===== config.mk =====
export PLATFORM = sky130hd
export DESIGN_NAME = sauria_cfg_sequencer
export DESIGN_NICKNAME = d
export VERILOG_FILES = /design/src/rtl/sauria_pkg.sv /design/src/rtl/sauria_cfg_shadow_bank.sv /design/src/rtl/sauria_cfg_sequencer.sv
export SDC_FILE = /design/constraint.sdc
export NUM_CORES = 1
export LEC_CHECK = 0
export ABC_AREA = 1
export CAP_MARGIN = 10
export CELL_PAD_IN_SITES_DETAIL_PLACEMENT = 0
export CELL_PAD_IN_SITES_GLOBAL_PLACEMENT = 1
export CORE_UTILIZATION = 41
export CTS_CLUSTER_DIAMETER = 60
export DETAILED_ROUTE_END_ITERATION = 16
export GPL_TIMING_DRIVEN = 0
export PLACE_DENSITY_LB_ADDON = 0.1
export SYNTH_ARGS = -nofsm -noshare
export SYNTH_HDL_FRONTEND = slang
export SYNTH_HIERARCHICAL = 1
export SYNTH_SLANG_ARGS = --single-unit

===== constraint.sdc =====
create_clock -name i_clk -period 4.55 [get_ports i_clk]
set_clock_uncertainty 0.2 [all_clocks]
set_input_delay 0.455 -clock i_clk [delete_from_list [all_inputs] [get_ports i_clk]]
set_output_delay 0.455 -clock i_clk [all_outputs]
set_load 0.005 [all_outputs]

===== src/rtl/sauria_pkg.sv =====
// sauria_pkg: shared sizes, sequencer state encoding and CTRL/STATUS bit positions
package sauria_pkg;
   localparam int TOTAL_REGS_CON = 2;
   localparam int TOTAL_REGS_ACT = 2;
   localparam int TOTAL_REGS_WEI = 2;
   localparam int TOTAL_REGS_OUT = 2;
   localparam int CFG_WORD_W     = 32;
   localparam int CTRL_START     = 0;
   localparam int CTRL_CLR       = 1;
   localparam int STAT_BUSY      = 0;
   localparam int STAT_DONE      = 1;
   localparam int STAT_TIMEOUT   = 2;
   typedef enum logic [2:0] {IDLE, COMMIT, START, RUN, DONE} cfg_state_t;
endpackage


===== src/rtl/sauria_cfg_shadow_bank.sv =====
// sauria_cfg_shadow_bank: shadow word array, active copy, write decode and registered read port
module sauria_cfg_shadow_bank
   import sauria_pkg::*;
#(
   parameter int N_TOT  = 8,
   parameter int ADDR_W = 4
) (
   input  logic                        clk,
   input  logic                        rstn,
   input  logic                        wr_en,
   input  logic [ADDR_W-1:0]           wr_addr,
   input  logic [CFG_WORD_W-1:0]       wr_data,
   output logic                        wr_err,
   input  logic                        rd_en,
   input  logic [ADDR_W-1:0]           rd_addr,
   input  logic [CFG_WORD_W-1:0]       status,
   output logic [CFG_WORD_W-1:0]       rd_data,
   output logic                        rd_valid,
   input  logic                        commit,
   output logic [N_TOT*CFG_WORD_W-1:0] active
);
   logic [CFG_WORD_W-1:0] shadow [N_TOT];
   logic [CFG_WORD_W-1:0] rd_mux;

   // shadow words take software writes in every state
   always_ff @(posedge clk)
      if (!rstn) for (int i = 0; i < N_TOT; i++) shadow[i] <= '0;
      else for (int i = 0; i < N_TOT; i++) if (wr_en && wr_addr == ADDR_W'(i)) shadow[i] <= wr_data;

   // active words snapshot the pre-edge shadow contents during COMMIT only
   always_ff @(posedge clk)
      if (!rstn) active <= '0;
      else if (commit) for (int i = 0; i < N_TOT; i++) active[i*CFG_WORD_W +: CFG_WORD_W] <= shadow[i];

   // read mux: shadow words, STATUS, zero for CTRL and unmapped addresses
   always_comb begin
      rd_mux = (rd_addr == ADDR_W'(N_TOT+1)) ? status : '0;
      for (int i = 0; i < N_TOT; i++) if (rd_addr == ADDR_W'(i)) rd_mux = shadow[i];
   end

   // one-cycle read latency, write error flagged for STATUS and above
   always_ff @(posedge clk)
      if (!rstn) begin
         rd_data  <= '0;
         rd_valid <= 1'b0;
         wr_err   <= 1'b0;
      end else begin
         rd_valid <= rd_en;
         wr_err   <= wr_en && (wr_addr > ADDR_W'(N_TOT));
         if (rd_en) rd_data <= rd_mux;
      end
endmodule


===== src/rtl/sauria_cfg_sequencer.sv =====
// sauria_cfg_sequencer: double-buffered config bank with commit/start/run sequencing and watchdog
module sauria_cfg_sequencer
   import sauria_pkg::*;
#(
   parameter int N_CON     = TOTAL_REGS_CON,
   parameter int N_ACT     = TOTAL_REGS_ACT,
   parameter int N_WEI     = TOTAL_REGS_WEI,
   parameter int N_OUT     = TOTAL_REGS_OUT,
   parameter int TIMEOUT_W = 20,
   parameter int ADDR_W    = $clog2(N_CON+N_ACT+N_WEI+N_OUT+2)
) (
   input  logic                i_clk,
   input  logic                i_rstn,
   input  logic                i_wr_en,
   input  logic [ADDR_W-1:0]   i_wr_addr,
   input  logic [31:0]         i_wr_data,
   output logic                o_wr_err,
   input  logic                i_rd_en,
   input  logic [ADDR_W-1:0]   i_rd_addr,
   output logic [31:0]         o_rd_data,
   output logic                o_rd_valid,
   output logic [N_CON*32-1:0] o_cfg_con,
   output logic [N_ACT*32-1:0] o_cfg_act,
   output logic [N_WEI*32-1:0] o_cfg_wei,
   output logic [N_OUT*32-1:0] o_cfg_out,
   output logic                o_start,
   input  logic                i_core_done,
   output logic                o_busy,
   output logic                o_irq
);
   localparam int N_TOT = N_CON+N_ACT+N_WEI+N_OUT;
   localparam logic [TIMEOUT_W-1:0] WD_LAST = ~TIMEOUT_W'(1);
   cfg_state_t state_q, state_d;
   logic [TIMEOUT_W-1:0] wd;
   logic [N_TOT*32-1:0] active;
   logic [31:0] status;
   logic timeout_err, ctrl_wr, start_cmd, clr_cmd, expire;

   assign ctrl_wr   = i_wr_en && i_wr_addr == ADDR_W'(N_TOT);
   assign start_cmd = ctrl_wr && i_wr_data[CTRL_START];
   assign clr_cmd   = ctrl_wr && i_wr_data[CTRL_CLR];
   assign expire    = wd == WD_LAST;
   assign o_cfg_con = active[N_CON*32-1:0];
   assign o_cfg_act = active[(N_CON+N_ACT)*32-1 -: N_ACT*32];
   assign o_cfg_wei = active[(N_CON+N_ACT+N_WEI)*32-1 -: N_WEI*32];
   assign o_cfg_out = active[N_TOT*32-1 -: N_OUT*32];

   // state register
   always_ff @(posedge i_clk)
      if (!i_rstn) state_q <= IDLE;
      else state_q <= state_d;

   // next state: start beats clear in DONE, core done beats watchdog expiry in RUN
   always_comb begin
      state_d = state_q;
      case (state_q)
         IDLE:    state_d = start_cmd ? COMMIT : IDLE;
         COMMIT:  state_d = START;
         START:   state_d = RUN;
         RUN:     state_d = (i_core_done || expire) ? DONE : RUN;
         DONE:    state_d = start_cmd ? COMMIT : clr_cmd ? IDLE : DONE;
         default: state_d = IDLE;
      endcase
   end

   // state-decoded outputs and STATUS word
   always_comb begin
      o_start = state_q == START;
      o_busy  = state_q == COMMIT || state_q == START || state_q == RUN;
      o_irq   = state_q == DONE;
      status  = '0;
      status[STAT_BUSY]    = o_busy;
      status[STAT_DONE]    = o_irq;
      status[STAT_TIMEOUT] = timeout_err;
   end

   // watchdog runs only in RUN; timeout flag is sticky until the next commit
   always_ff @(posedge i_clk)
      if (!i_rstn) begin
         wd          <= '0;
         timeout_err <= 1'b0;
      end else begin
         if (state_q == START) wd <= '0;
         else if (state_q == RUN) wd <= wd + 1'b1;
         if (state_q == COMMIT) timeout_err <= 1'b0;
         else if (state_q == RUN && expire && !i_core_done) timeout_err <= 1'b1;
      end

   sauria_cfg_shadow_bank #(.N_TOT(N_TOT), .ADDR_W(ADDR_W)) u_bank (
      .clk      (i_clk),
      .rstn     (i_rstn),
      .wr_en    (i_wr_en),
      .wr_addr  (i_wr_addr),
      .wr_data  (i_wr_data),
      .wr_err   (o_wr_err),
      .rd_en    (i_rd_en),
      .rd_addr  (i_rd_addr),
      .status   (status),
      .rd_data  (o_rd_data),
      .rd_valid (o_rd_valid),
      .commit   (state_q == COMMIT),
      .active   (active)
   );
endmodule


# Word level (Yosys, flattened, before mapping)
# Memory sizes are Yosys's and may differ from the RTL's.
# Index checks and enable logic that the tools add are counted.
[op_classes]
n_addsub = 1
n_eq_ne = 21
bitwise = 9
n_reduce_logical = 23
div = 0
n_mul = 0
magnitude_cmp = 1
muxes = 47
shifts = 0
[op_table]
columns = ["cell", "count"]
rows = [
  ["32-bit 2-to-1 mux", 16],
  ["4-bit by 3-bit == test with 1-bit output, second input constant", 8],
  ["1-bit 2-to-1 mux", 26],
  ["20-bit by 1-bit adder with 20-bit output, second input constant", 1],
  ["20-bit == test, second input constant", 1],
  ["4-bit by 2-bit == test with 1-bit output, second input constant", 4],
  ["3-bit one-hot mux with 5 select lines", 1],
  ["1-bit logical AND", 14],
  ["3-bit 2-to-1 mux", 4],
  ["4-bit by 1-bit == test with 1-bit output, second input constant", 2],
  ["4-bit == test, second input constant", 2],
  ["4-bit zero test", 2],
  ["1-bit bitwise OR", 8],
  ["3-bit by 2-bit == test with 1-bit output, second input constant", 2],
  ["4-bit > comparator, second input constant", 1],
  ["2-bit OR reduction", 2],
  ["3-bit by 1-bit == test with 1-bit output, second input constant", 1],
  ["3-bit == test, second input constant", 1],
  ["3-bit zero test", 1],
  ["1-bit logical OR", 3],
  ["1-bit zero test", 1],
  ["1-bit inverter", 1],
]
[totals]
ramBits = 256
in_bits = 45
latch_bits = 0
mem_count = 1
mem_bits_ro = 0
elab_cells = 110
output_inout_bits = 293
reg_bits = 314
[mem_list]
columns = ["name", "depth", "width", "read_ports", "rd_clocked_by_memory_dff", "wr", "line_no", "rtl"]
rows = [
  ["u_bank.shadow", 8, 32, 8, 0, 8, "sauria_cfg_shadow_bank.sv:22", "logic [CFG_WORD_W-1:0] shadow [N_TOT];"],
]

# Longest topological paths before layout
# Gate-level depths: netlist (run 1).
[depth]
ltp_word = 12
ltp_mapped = 13
depth_no_buf = 13

# By module
# Netlist (run 1), hierarchy kept.
[modules_own_cells]
columns = ["module", "area_each_um2", "seq_area_each_um2", "instances", "cells_each"]
rows = [
  ["sauria_cfg_shadow_bank", 21116.5, 13492.9, 1, 2314],
  ["sauria_cfg_sequencer", 1300.0, 480.5, 1, 194],
]

# Worst setup path before layout (run 1)
# Ideal clock, no wire load.
[synth_path]
path_kind = "in2reg"
from = "in i_wr_addr[2]"
to = "mem u_bank.shadow[4][0], in the netlist u_bank/shadow[1][0] (enable)"
required_ns = 3.880
path_buffers = 0
path_slack_ns = 0.708
setup_ns = 0.470
t_arrival_ns = 3.172
path_stages = 4
path_cell_list = "inv_1 nor2_1 nand2_1 o31ai_1"
[synth_lines]
columns = ["item", "line_no", "rtl"]
rows = [
  ["start: declaration", "sauria_cfg_sequencer.sv:15", "input logic [ADDR_W-1:0] i_wr_addr,"],
  ["end: declaration", "sauria_cfg_shadow_bank.sv:22", ""],
]

==> results.txt, run 1 <==
----------------------------------------------------
[Logic synthesis]
  Number of warnings issued by yosys ... 6
  Yosys cell types ... 36
  Synth cell count leaders ... nor2_1 (733), o21ai_0 (315), dfxtp_1 (314)
  Primary flip-flop cell chosen by synthesis mapping ... dfxtp_1
  Number of enable flip-flop cells after synthesis ... around 260
  Share of synthesized cell area in and, or, nand and nor gates ... 0.2144
  Portion of the post-synthesis area used by sequential elements ... 0.6234
  Adder-cell area share of the yosys netlist ... 0.001116
  Complex-gate fraction of the synthesized area ... 0.1041
  XOR/XNOR Fraction of Synth Area ... 0
  Gate Count Post-Synth ... ~2.5k
  Post-synthesis cell area ... ~22000 µm²
  Ys async rst share ... 0
  Portion of netlist area occupied by mux cells ... 0
  Most numerous cell in the Yosys netlist ... nor2_1
  Syn Area/Cell ... 8.938 µm²
  Cell type with the highest aggregate area in the netlist ... edfxtp_1
  Yosys reg bits ... between 500 and 600
  Dominant cells by area after synthesis ... edfxtp_1 (34%), dfxtp_1 (28%), nor2_1 (12%)
  Share of the synthesized area in the top cell type ... 0.3429
  Combinational family with the most area after synthesis ... simple AND/OR/NAND/NOR gates

[Clock network]
  Clock sinks ... between 500 and 600
  Number of gates resized after cts ... 0
  Post-CTS Hold Fix Bufs ... 0
  Number of buffers added by the clock tree synthesis step ... 61
  Maximum level of the CTS H-tree ... 2
  TritonCTS clock tree ... done
  Number of buffers added for setup after CTS ... 0
  Clock transition at path regs ... ~0.060 ns
  Clk_lat worst skew ... 0.63 ns
  Clock root buffer master ... clkbuf_16
  Max clock buf depth ... 3

[Timing]
  Final setup margin ... approximately 0.14 ns
  Max frequency ... between 200 and 250 MHz
  Fraction of the cycle the final worst path needs ... 0.9693
  Final critical-path required period ... between 4 and 5 ns
  Least-Margin Pin Slew ... between 1 and 1.5 ns
  Slew Viols, Final ... 0
  Final setup vio count ... 0
  Headroom to the max-slew limit ... 0.05354
  Total negative slack ... 0 ns
  Setup repair after global routing missed its margin ... false
  Hold Vio Cnt, Final ... 0

[Setup path]
  Worst reg2reg setup slack ... 1.29 ns
  Critical Path Start Type ... input port
  WS Path Type ... in2reg
  Slowest-stage cell, CP ... clkbuf_1
  Maximum single-stage delay on the critical path ... 1.10 ns
  Top fanout value on the critical path ... 17
  Critical Path End Type ... flip-flop
  Buffer and inverter count on the worst path ... 5
  WP data arrival ... 4.59 ns
  Required time at the worst-slack endpoint ... ~4.7 ns
  Worst-path cell chain ... clkdlybuf4s50_1, buf_2, clkbuf_1, clkbuf_1, nand2_1, buf_16
  Crit path max-delay family ... buffers and inverters
  Most used cell along the critical path ... clkbuf_1

[Placed design]
  Setup Slack @ Placement ... -0.2757 ns
  Routability cong. ... just over 0.9
  Cell Area, Placed ... 26930 µm²
  I/O Buffers ... 335
  Post-detailed-placement half-perimeter wirelength ... 63420 µm
  Number of cells in the design after placement ... approximately 3.6k

[Global route]
  Number of antenna violations at the first check in global routing ... 3
  GR Overflow Total ... 0
  Via count of the first global-routing pass ... around 19k
  Aggregate global-route resource usage ... 0.2938
  Pin count of the biggest net entering global routing ... 33
  Wire length of the first global-routing pass ... ~120000 µm

[Die]
  Overall die height ... 235.8 µm
  Num rows ... 85
  Core region area ... ~54000 µm²
  Die area ... around 56000 µm²
  IO Pins ... around 340
  Effective utilization at floorplan ... 0.4157
  Die extent in x ... 235.8 µm

[Flow run]
  Max-cap violations ... 0

[Cells and area]
  Fin area ... about 29000 µm²
  Final #Nets ... roughly 3k
  Fin cells ... roughly 3.7k
  Area growth, synth to finish ... 29.48%
  Fraction of layout instances using a drive strength above 1 ... 0.06978

[Pwr]
  Leakage ... between 10 and 15 nW
  Highest ir drop seen on vdd ... 0.0002893 V
  Total power density per cell area ... between 300 and 400 nW/µm²
  Total power of the final layout ... ~12 mW

[Route]
  DRC violation total after the first TritonRoute iteration ... 1797
  DRC errors left ... 0
  Final ANT Viol Nets ... 0
  Average detailed-routed wire length per instance ... ~22 µm
  Vias post-DR ... approximately 19k
  Total Wirelength ... approximately 83000 µm
  Vias per std cell ... 5.255
  TritonRoute pass-1 iters ... 7

[Run status]
  Run status ... finished, final reports clean

[Min path]
  Hold Crit Class ... reg2reg

----------------------------------------------------
==> metrics by stage <==
| stage | utilization | hold WS (ns) |
|---|---|---|
| after floorplan | - | 0.2255 |
| after global placement | 0.4960 | 0.2563 |
| after detailed placement | 0.4995 | 0.2634 |
| after CTS | 0.5375 | 0.2699 |
| after global routing | 0.5381 | 0.2831 |
| final | 0.5383 | 0.2697 |
==> placed cells by master, fill, tap and decap left out, types with 63 or more instances in the layout <==
cell type,count
nand2_1,263
dfxtp_1,314
nor2_1,733
clkbuf_16,63
a21oi_1,78
o21ai_0,312
inv_1,153
edfxtp_1,256
nand3_1,83
clkbuf_1,110
clkdlybuf4s50_1,335
==> cell type report <==
type | instances | area [µm²]
clock buffer | 84 | 1737
fill | 4945 | 24900
buffer | 154 | 658.1
tap | 696 | 870.8
sequential | 570 | 13970
multi-input combinational | 1648 | 7328
timing repair buffer | 343 | 3516
antenna | 4 | 10.01
inverter | 164 | 616.8
clock inverter | 32 | 314.1
==> registers in the layout, indices dropped and copies added, names as in the netlist <==
| register | flops |
|---|---|
| u_bank/wr_err | 1 |
| wd | 20 |
| u_bank/rd_data | 32 |
| state_q | 3 |
| u_bank/rd_valid | 1 |
| u_bank/shadow | 256 |
| timeout_err | 1 |
| u_bank/active | 256 |
==> power by group <==
part / leakage, nW / internal (mW) / switching [mW]
sequential: 5.00 / 5.58 / 0.166
combinational: 5.53 / 0.265 / 0.498
clock: 1.02 / 2.96 / 2.11
==> routing by layer <==
| metal | routed length (µm) | global-route usage | vias up |
|---|---|---|---|
| met1 | 35250 | 0.4007 | 9312 |
| met4 | 2643 | 0.1145 | 0 |
| met2 | 38190 | 0.4673 | 876 |
| met5 | 0 | 0 | - |
| met3 | 6551 | 0.04810 | 109 |
| li1 | - | - | 9120 |
==> final timing paths <==
check,from,endpoint,cells after the start
setup / recovery,i_rstn,u_bank/shadow[0][96],6
hold / removal,u_bank/rd_data[22],u_bank/rd_data[22],2
setup reg to reg,state_q[2],u_bank/active[242],10
hold reg to reg,u_bank/rd_data[22],u_bank/rd_data[22],2
==> cells by family after synthesis <==
family / count (synthesis)
buffers and inverters: 318
AND/OR/NAND/NOR: 1176
AO/OA/AOI/OAI: 441
flip-flops: 570
other: 1
adder cells (fa/ha/maj): 2
==> worst reg2reg max path: cells and delay by family (launching register included) <==
family        cells  cell delay (ns)
flops             1             0.30
buf+inv           6             2.14
simple gates      4             0.50
No activity file was read; power rests on OpenSTA's default activity.
==> run 2, diff against run 1 <==
- MAX_ROUTING_LAYER: unset -> met4
- REMOVE_ABC_BUFFERS: unset -> 1
- SYNTH_HIERARCHICAL: 1 -> unset
==> run 2 against run 1 <==
  * Worst setup slack improved by 1.3 ns
  * Synthesized cell count fell by 0.16%
  * Clock-buffer cell count rose by 22
  * Clock power rose by 3%
  * Final cell count fell by 3.9%
  * Critical path depth rose by 4
  * Core utilization rose by 0.14 points
  * Total power rose by 0.68%
  * Die area fell by 0.19%
  * Sequential power fell by 1%
  * Combinational power fell by 1%
  * Wire length fell by 12%
==> results.txt, run 2 <==
----------------------------------------------------
[Cells and area]
  Most frequent cells in the layout ... inv_1 (419), clkdlybuf4s50_1 (335), a21oi_1 (328) (was nor2_1 (733), clkdlybuf4s50_1 (335), dfxtp_1 (314))
  Largest registers ranked by flip-flop count ... u_bank.active (256), u_bank.shadow (256), u_bank.rd_data (32) (was u_bank/active (256), u_bank/shadow (256), u_bank/rd_data (32))
  Fin area ... 29100 µm² (was 29020 µm²)
  Fraction of layout instances using a drive strength above 1 ... 0.05858 (was 0.06978)
  Sequential Area ... 13970 µm² (unchanged)
  Area growth, synth to finish ... 30.07% (was 29.48%)
  Final #Nets ... 2844 (was 2989)
  Fin cells ... 3551 (was 3695)
  Most common cell after layout, fill and taps aside ... inv_1 (was nor2_1)
  Number of fill cells in the layout ... 5018 (was 4945)
  Multi-input combinational cell area ... 6289 µm² (was 7328 µm²)

[Route]
  Final ANT Viol Nets ... 0 (unchanged)
  Total Wirelength ... 72440 µm (was 82630 µm)
  DRC errors left ... 0 (unchanged)
  Vias post-DR ... 18.15k (was 19.42k)
  DRC violation total after the first TritonRoute iteration ... 1353 (was 1797)
  Average detailed-routed wire length per instance ... 20.40 µm (was 22.36 µm)
  Vias per std cell ... 5.112 (was 5.255)
  TritonRoute pass-1 iters ... 5 (was 7)

[Logic synthesis]
  Gate Count Post-Synth ... 2504 (was 2508)
  Syn Area/Cell ... 8.935 µm² (was 8.938 µm²)
  Dominant cells by area after synthesis ... edfxtp_1 (34%), dfxtp_1 (28%), a21oi_1 (7.3%) (was edfxtp_1 (34%), dfxtp_1 (28%), nor2_1 (12%))
  Portion of the post-synthesis area used by sequential elements ... 0.6245 (was 0.6234)
  Number of enable flip-flop cells after synthesis ... 256 (unchanged)
  Most numerous cell in the Yosys netlist ... inv_1 (was nor2_1)
  Number of warnings issued by yosys ... 0 (was 6)
  Ys async rst share ... 0 (unchanged)
  Primary flip-flop cell chosen by synthesis mapping ... dfxtp_1 (unchanged)
  Synth cell count leaders ... inv_1 (424), a21oi_1 (328), dfxtp_1 (314) (was nor2_1 (733), o21ai_0 (315), dfxtp_1 (314))
  Share of the synthesized area in the top cell type ... 0.3436 (was 0.3429)
  Yosys cell types ... 34 (was 36)
  Post-synthesis cell area ... 22370 µm² (was 22420 µm²)
  Cell type with the highest aggregate area in the netlist ... edfxtp_1 (unchanged)
  Yosys reg bits ... 570 (unchanged)

[Flow run]
  Max-cap violations ... 0 (unchanged)

[Die]
  IO Pins ... 338 (unchanged)
  Die extent in x ... 235.6 µm (was 235.8 µm)
  Overall die height ... 235.6 µm (was 235.8 µm)
  Num rows ... 85 (unchanged)
  Die area ... 55510 µm² (was 55610 µm²)
  Core region area ... 53920 µm² (unchanged)
  Effective utilization at floorplan ... 0.4149 (was 0.4157)

[Placed design]
  Number of cells in the design after placement ... 3425 (was 3573)
  Cell Area, Placed ... 26950 µm² (was 26930 µm²)
  Setup Slack @ Placement ... 0.8834 ns (was -0.2757 ns)
  Post-detailed-placement half-perimeter wirelength ... 45750 µm (was 63420 µm)
  Routability cong. ... 0.8175 (was 0.9199)
  I/O Buffers ... 337 (was 335)

[Clock network]
  Clock transition at path regs ... 0.05 ns (was 0.06 ns)
  TritonCTS clock tree ... done (unchanged)
  Max clock buf depth ... 3 (unchanged)
  Clk_lat worst skew ... 0.60 ns (was 0.63 ns)
  Maximum level of the CTS H-tree ... 3 (was 2)
  Number of gates resized after cts ... 0 (unchanged)
  Number of buffers added by the clock tree synthesis step ... 66 (was 61)
  Clock root buffer master ... clkbuf_16 (unchanged)
  Post-CTS Hold Fix Bufs ... 0 (unchanged)
  Number of buffers added for setup after CTS ... 0 (unchanged)
  Clock sinks ... 570 (unchanged)

[Setup path]
  WS Path Type ... in2reg (unchanged)
  Required time at the worst-slack endpoint ... 4.87 ns (was 4.73 ns)
  WP data arrival ... 3.44 ns (was 4.59 ns)
  Critical Path Start Type ... input port (unchanged)
  Critical Path End Type ... flip-flop (unchanged)
  Top fanout value on the critical path ... 31 (was 17)

[Timing]
  Hold Vio Cnt, Final ... 0 (unchanged)
  Final setup vio count ... 0 (unchanged)
  Fraction of the cycle the final worst path needs ... 0.6857 (was 0.9693)
  Max frequency ... 320.5 MHz (was 226.7 MHz)
  Headroom to the max-slew limit ... 0.2045 (was 0.05354)
  Final setup margin ... 1.430 ns (was 0.1395 ns)
  Setup repair after global routing missed its margin ... false (unchanged)
  Total negative slack ... 0 ns (unchanged)
  Least-Margin Pin Slew ... 1.192 ns (was 1.420 ns)
  Final critical-path required period ... 3.120 ns (was 4.410 ns)
  Slew Viols, Final ... 0 (unchanged)

[Pwr]
  Total power of the final layout ... 11.65 mW (was 11.57 mW)
  Highest ir drop seen on vdd ... 0.0002853 V (was 0.0002893 V)
  Total power density per cell area ... 400.3 nW/µm² (was 398.7 nW/µm²)
  Leakage ... 10.67 nW (was 11.56 nW)

[Global route]
  Via count of the first global-routing pass ... 17.19k (was 18.81k)
  Wire length of the first global-routing pass ... 106200 µm (was 119800 µm)
  GR Overflow Total ... 0 (unchanged)
  Number of antenna violations at the first check in global routing ... 6 (was 3)
  Pin count of the biggest net entering global routing ... 174 (was 33)
  Aggregate global-route resource usage ... 0.2658 (was 0.2938)

[Run status]
  Run status ... finished, final reports clean (unchanged)

[Min path]
  Hold Crit Class ... in2reg (was reg2reg)

----------------------------------------------------
[run 2: cell count changes after synthesis, moves of 4 or more]
cell | previous run | this run
nor2_1 | 733 | 296
inv_1 | 153 | 424
a21oi_1 | 78 | 328
o21ai_0 | 315 | 279
o211ai_1 | 20 | 0
a21oi_2 | 18 | 0
nand4_1 | 56 | 38
nand2_1 | 266 | 282
o21ai_1 | 6 | 21
buf_2 | 37 | 25
nand3_1 | 83 | 74
buf_1 | 13 | 20
nor2_4 | 6 | 1
nor2_2 | 7 | 3
[run 2: final timing paths]
kind,cells past startpoint,end,slack (ns),from
setup reg to reg,7,u_bank.active[155],2.11,state_q[2]
setup / recovery,10,u_bank.rd_data[23],1.43,i_rd_addr[1]
hold / removal,3,u_bank.active[90],0.16,i_rstn
hold reg to reg,2,u_bank.active[212],0.24,u_bank.active[212]
[run 2: layer usage]
metal,track usage,vias up,share of wire
met4,0.07764,0,0.024
met3,0.04960,125,0.065
li1,-,8712,-
met2,0.4148,593,0.47
met5,-,-,0
met1,0.3522,8724,0.45
[run 2: kinds of logic after synthesis]
| kind of cell | count (synthesis) | share of synthesized area |
|---|---|---|
| adder cells (fa/ha/maj) | 2 | 0.001118 |
| AO/OA/AOI/OAI | 631 | 0.1416 |
| XOR/XNOR | 2 | 0.0007831 |
| AND/OR/NAND/NOR | 718 | 0.1327 |
| buffers and inverters | 581 | 0.09926 |
| flip-flops | 570 | 0.6245 |
[run 2: critical path: stages]
cell             delay [ns]
clkdlybuf4s50_1        0.65
inv_2                  0.11
nor2_4                 0.53
buf_12                 0.27
nand2_1                0.11
inv_2                  0.80
a21oi_1                0.16
nand4_1                0.16
nand2_1                0.06
a21oi_1                0.13
[run 2: metrics by stage]
stage               hold WS [ns]  utilization
floorplan                 0.2207            -
global placement          0.2307       0.4827
detailed placement        0.2353       0.4998
CTS                       0.2026       0.5395
global route              0.2240       0.5397
finish                    0.1634       0.5397
[run 2: layout make-up]
| cell class | count | share of cell area |
|---|---|---|
| clock inverter | 16 | 0.003397 |
| multi-input combinational | 1353 | 0.2161 |
| antenna | 4 | 0.0003440 |
| tap | 696 | 0.02992 |
| inverter | 434 | 0.05602 |
| timing repair buffer | 372 | 0.1439 |
| clock buffer | 106 | 0.07012 |
| sequential | 570 | 0.4802 |
[run 2: power breakdown]
part | internal (mW) | switching, mW | total, mW
clock network | 3.13 | 2.08 | 5.20
registers | 5.58 | 0.117 | 5.69
logic | 0.288 | 0.464 | 0.752
